## src/rtl/fnd_scan_controller.sv

```systemverilog
`default_nettype none
// ============================================================================
// Module   : fnd_scan_controller
// Brief    : Binary-to-BCD (double dabble) converter with a display register
//            and a programmable-rate four-digit scan for an FND select decoder.
// Revision : 1.0
// ============================================================================
module fnd_scan_controller #(
  parameter int SCAN_DIV = 100000,
  parameter int DATA_W   = 14
) (
  input  logic              i_clk,
  input  logic              i_reset_n,
  input  logic [DATA_W-1:0] i_value,
  input  logic              i_load,
  input  logic              i_blank_lz,
  output logic              o_busy,
  output logic              o_overflow,
  output logic [1:0]        o_digitSelect,
  output logic              o_en,
  output logic [3:0]        o_bcd
);

  localparam int              c_PW        = (SCAN_DIV > 1) ? $clog2(SCAN_DIV) : 1;
  localparam logic [c_PW-1:0] c_PRESC_MAX = c_PW'(SCAN_DIV - 1);
  localparam int              c_IW        = $clog2(DATA_W + 1);
  localparam logic [c_IW-1:0] c_LAST_ITER = c_IW'(DATA_W - 1);

  localparam logic [1:0] S_IDLE  = 2'd0;
  localparam logic [1:0] S_SHIFT = 2'd1;
  localparam logic [1:0] S_DONE  = 2'd2;

  logic [1:0]        r_state;
  logic [DATA_W-1:0] r_bin;
  logic [15:0]       r_acc;
  logic [c_IW-1:0]   r_iter;
  logic              r_busy;
  logic              r_overflow;
  logic [15:0]       r_disp;
  logic [c_PW-1:0]   r_presc;
  logic [1:0]        r_digit;

  logic [15:0]       w_adj;
  logic              w_over;
  logic              w_lz1;
  logic              w_lz2;
  logic              w_lz3;

  assign w_over = (32'(i_value) > 32'd9999);

  // Add-3 correction applied to every nibble before the shift.
  always_comb begin
    w_adj = r_acc;
    for (int k = 0; k < 4; k++) begin
      if (r_acc[4*k +: 4] >= 4'd5) begin
        w_adj[4*k +: 4] = r_acc[4*k +: 4] + 4'd3;
      end
    end
  end

  always_ff @(posedge i_clk or negedge i_reset_n) begin
    if (!i_reset_n) begin
      r_state    <= S_IDLE;
      r_bin      <= '0;
      r_acc      <= '0;
      r_iter     <= '0;
      r_busy     <= 1'b0;
      r_overflow <= 1'b0;
      r_disp     <= '0;
    end else begin
      case (r_state)
        S_IDLE: begin
          if (i_load) begin
            r_bin      <= w_over ? DATA_W'(9999) : i_value;
            r_overflow <= w_over;
            r_acc      <= '0;
            r_iter     <= '0;
            r_busy     <= 1'b1;
            r_state    <= S_SHIFT;
          end
        end
        S_SHIFT: begin
          r_acc  <= {w_adj[14:0], r_bin[DATA_W-1]};
          r_bin  <= {r_bin[DATA_W-2:0], 1'b0};
          r_iter <= r_iter + 1'b1;
          if (r_iter == c_LAST_ITER) begin
            r_state <= S_DONE;
          end
        end
        S_DONE: begin
          r_disp  <= r_acc;
          r_busy  <= 1'b0;
          r_state <= S_IDLE;
        end
        default: begin
          r_busy  <= 1'b0;
          r_state <= S_IDLE;
        end
      endcase
    end
  end

  always_ff @(posedge i_clk or negedge i_reset_n) begin
    if (!i_reset_n) begin
      r_presc <= '0;
      r_digit <= '0;
    end else if (r_presc == c_PRESC_MAX) begin
      r_presc <= '0;
      r_digit <= r_digit + 2'd1;
    end else begin
      r_presc <= r_presc + 1'b1;
    end
  end

  assign w_lz3 = (r_disp[15:12] == 4'd0);
  assign w_lz2 = w_lz3 && (r_disp[11:8] == 4'd0);
  assign w_lz1 = w_lz2 && (r_disp[7:4] == 4'd0);

  always_comb begin
    o_bcd = r_disp[3:0];
    o_en  = 1'b1;
    case (r_digit)
      2'd0: o_bcd = r_disp[3:0];
      2'd1: begin
        o_bcd = r_disp[7:4];
        o_en  = !(i_blank_lz && w_lz1);
      end
      2'd2: begin
        o_bcd = r_disp[11:8];
        o_en  = !(i_blank_lz && w_lz2);
      end
      default: begin
        o_bcd = r_disp[15:12];
        o_en  = !(i_blank_lz && w_lz3);
      end
    endcase
  end

  assign o_busy        = r_busy;
  assign o_overflow    = r_overflow;
  assign o_digitSelect = r_digit;

endmodule
`default_nettype wire

```

## config.mk

```make
export PLATFORM = sky130hd
export DESIGN_NAME = fnd_scan_controller
export DESIGN_NICKNAME = d
export VERILOG_FILES = /design/src/rtl/fnd_scan_controller.sv
export SDC_FILE = /design/constraint.sdc
export NUM_CORES = 1
export LEC_CHECK = 0
export ABC_AREA = 1
export BUFFER_PORTS_ARGS = -buffer_cell sky130_fd_sc_hd__buf_2
export CAP_MARGIN = 20
export CORE_ASPECT_RATIO = 2
export CORE_UTILIZATION = 60
export CTS_CLUSTER_SIZE = 30
export DETAILED_ROUTE_END_ITERATION = 8
export GPL_ROUTABILITY_DRIVEN = 0
export PLACE_DENSITY = 0.82
export SYNTH_ARGS = -nofsm -noshare
export SYNTH_HDL_FRONTEND = slang
export SYNTH_SLANG_ARGS = --single-unit
```

## constraint.sdc

```tcl
create_clock -name i_clk -period 1.8 [get_ports i_clk]
set_clock_uncertainty 0.05 [all_clocks]
set_input_delay 0.45 -clock i_clk [delete_from_list [all_inputs] [get_ports i_clk]]
set_output_delay 0.45 -clock i_clk [all_outputs]
set_load 0.02 [all_outputs]
```

==> out/qor.txt <==
Routed WL per cell: 13.6 microns
Cell Count Post-Placement: 619
Multi-input gate area: 1890 sq um
Critical Path RT: 1.30 ns
Top delay family on crit path: flip-flops
DRT Wirelength: 8650 microns
Reg clk slew, reported paths: 0.06 ns
post-DP HPWL: 6100 microns
die area: 6890 sq um
power density over the cells: 1460 nW/um^2
CTS Root Cell: clkbuf_16
share of layout cells above drive strength 1: 15.1%
crit-path cells: inv_4, ha_4, buf_6, nand2_1, a32oi_2, buf_4
Syn Nets: 542
status: complete, but fails checks
vias per inst: 5.29
Final Cycle Share: 118%
Post-Layout Cell Count: 635
Reg area: 1830 sq um
Final nets: 578
Area Overhead vs Synth: 16.9%
Iteration-0 DRC Markers: 238
min cycle time layout: 2.12 ns
Die Span Y: 116 microns
Mapped Area: 3930 sq um
crit end category: output pin
Synth warnings: 0
CTS tree: built
crit start category: register
leakage power: 2.32 nW
Via Count: 3359
H-tree levels: 3
Max IR drop VDD: 0.930 mV
IO Count: 27
Sw Share: 38.2%
count of state elements after synthesis: 73
IO buf count: 26
Post-Synthesis Cells: 509
global-route wire length before repair: 14500 microns
maximum capacitance violations: 0
max incr delay on CP: 0.48 ns
FMAX: 473 MHz
CP Max Fanout: 5
Global Route Usage Sum: 28.2%
WP buf/inv: 3
drt first pass iters: 4
initial antenna violation count: 0
Core ar.: 6310 sq um
Seq/Total Area, Yosys: 46.5%
Sink Count: 73
site row count: 41
Setup Viol. Count Final: 5
Sw Pwr: 2.56 mW
max-slew violation count: 0
# fillers: 489
via count of the first global-routing pass: 3326
final hold vios: 0
critical path's slowest cell: dfrtp_2
ANT nets after route: 0
aggregate global routing overflow: 0
total chip power: 6.72 mW
Worst-Skew Late Latency: 0.33 ns
register share of total power: 40.2%
die outline width: 59.2 microns
PnR worst setup slack: -0.316 ns
clk buf depth: 2
cts bufs inserted: 9
hold buffers post-CTS: 0
Setup CP Type: reg -> out
Worst-Margin Slew: 0.378 ns
diode count: 0
RSZ-0062 raised after global routing: yes
violated checks: negative setup slack
Hold Crit Class: in -> async
worst rel slew slack: 74.8%
DRC Markers: 0
Netlist cell types: 30
crit path DAT: 1.62 ns
Clock Power Share: 24.2%
Pint: 4.16 mW
largest net degree at the start of global routing: 74
syn_area_per_cell: 7.71 sq um
combinational share of power: 35.6%
Initial Util: 62.2%
-- final cells by class --
cell class / count / area share (%)
Clock buffer: 15 / 5.83
Inverter: 64 / 5.56
Tap cell: 86 / 2.34
Multi-Input combinational cell: 360 / 41.1
Timing Repair Buffer: 37 / 5.34
Sequential cell: 73 / 39.8
-- synthesized netlist by cell type --
cell	number	area [sq um]
a21boi_0	1	7.51
a21oi_1	9	45.0
a22oi_1	4	30.0
a32oi_1	4	35.0
buf_2	3	15.0
buf_4	4	30.0
buf_6	1	11.3
clkbuf_1	4	15.0
clkinv_4	1	8.76
dfrtp_1	73	1830
ha_1	15	188
inv_1	59	221
inv_2	2	7.51
inv_4	2	12.5
nand2_1	154	578
nand2_2	3	18.8
nand2_4	1	11.3
nand2_8	1	20.0
nand3_1	24	120
nand3b_1	4	30.0
nand4_1	4	25.0
nor2_1	70	263
nor2_2	2	12.5
nor2_4	3	33.8
nor3_1	1	5.00
o21ai_0	36	180
o21ai_1	4	20.0
o22ai_1	7	43.8
or2_2	1	6.26
xor2_1	12	105
-- metrics by stage --
| step | setup slack [ns] | area (sq um) | utilization [%] | TNS [ns] | hold WS (ns) |
|---|---|---|---|---|---|
| 2_1_floorplan | 0.0304 | 3970 | - | 0 | 0.104 |
| 3_3_place_gp | 0.0199 | 4220 | 66.9 | 0 | 0.414 |
| 3_5_place_dp | -0.0395 | 4220 | 66.9 | -0.0593 | 0.416 |
| 4_1_cts | -0.296 | 4580 | 72.6 | -1.41 | 0.102 |
| 5_1_grt | -0.352 | 4590 | 72.8 | -1.69 | 0.115 |
| 6_report | -0.316 | 4590 | 72.8 | -1.47 | 0.0853 |
-- worst reg2reg max path, delay by kind of cell (launching register included) --
| family | cells | cell delay [ns] |
|---|---|---|
| simple gates | 6 | 0.65 |
| flops | 1 | 0.41 |
| fa+ha+maj | 1 | 0.19 |
| buf+inv | 1 | 0.10 |
-- power groups by stage --
stage,Combinational (mW),Sequential (mW),Clock [mW]
floorplan,1.86,2.59,0
global placement,2.25,2.67,0
detailed placement,2.36,2.70,0
CTS,2.40,2.69,1.64
global route,2.75,2.77,1.72
finish,2.40,2.70,1.62
-- path summary, 6_finish.rpt --
path                                                endpoint                         start  slack, ns  cells after the start
worst max-delay path                                o_bcd[2]  o_digitSelect[1]$_DFFE_PN0N_      -0.32                      6
min in group i_clk                     r_bin[12]$_DFFE_PN0P_                   i_value[12]       0.33                      3
worst max register to register         r_presc[16]$_DFF_PN0_          r_presc[0]$_DFF_PN0_       0.29                      8
worst min-delay path                   r_presc[14]$_DFF_PN0_                     i_reset_n       0.09                      2
max in group asynchronous       o_digitSelect[0]$_DFFE_PN0N_                     i_reset_n       1.30                      2
worst min register to register          r_bin[0]$_DFFE_PN0P_          r_bin[0]$_DFFE_PN0P_       0.43                      2
-- kinds of logic (layout without fill, tap and decap cells) --
family,count (synthesis),count (layout),share of synthesized area (%)
AOI/OAI and AO/OA,65,65,9.21
xor gates and xnor gates,12,12,2.68
adders and majority gates,15,15,4.78
buffers and inverters,76,116,8.19
DFF,73,73,46.5
and+or+nand+nor,268,268,28.6
-- sequential cells by signal, summed over array words and instances (netlist names) --
name / count
r_bin: 14
r_acc: 16
r_state: 2
o_digitSelect: 2
o_overflow: 1
r_iter: 4
r_disp: 16
r_presc: 17
o_busy: 1
-- metal layers --
| layer | vias to the layer above | global-route usage [%] | wire (microns) |
|---|---|---|---|
| met2 | 69 | 50.8 | 4790 |
| met4 | 0 | 15.9 | 297 |
| met5 | - | 0 | 0 |
| li1 | 1670 | - | - |
| met3 | 26 | 5.76 | 235 |
| met1 | 1594 | 29.2 | 3330 |
-- timing repair --
action / in CTS / in global routing
endpoints found under the setup margin: 5 / 5
gates cloned: 0 / 0
pin swaps: 4 / 2
setup buffers: 1 / 0
resized for setup: 23 / 3
-- cell usage in the layout, fill, tap and decap left out, types with 2 or more instances in the layout --
master     count
nand2_1      152
dfrtp_1       71
nor2_1        67
inv_1         57
o21ai_0       36
nand3_1       24
buf_2         21
buf_4         13
xor2_1        12
ha_1          11
clkbuf_16      9
a21oi_1        8
o22ai_1        7
nor2_2         5
inv_4          4
a32oi_2        4
nand4_1        4
nand2_2        4
o21ai_1        4
nand3b_1       4
a22oi_1        4
ha_4           4
clkbuf_1       4
nor2_4         3
nand2_4        2
inv_2          2
clkbuf_8       2
dfrtp_2        2
buf_6          2
(Power assumes the default switching activity.)
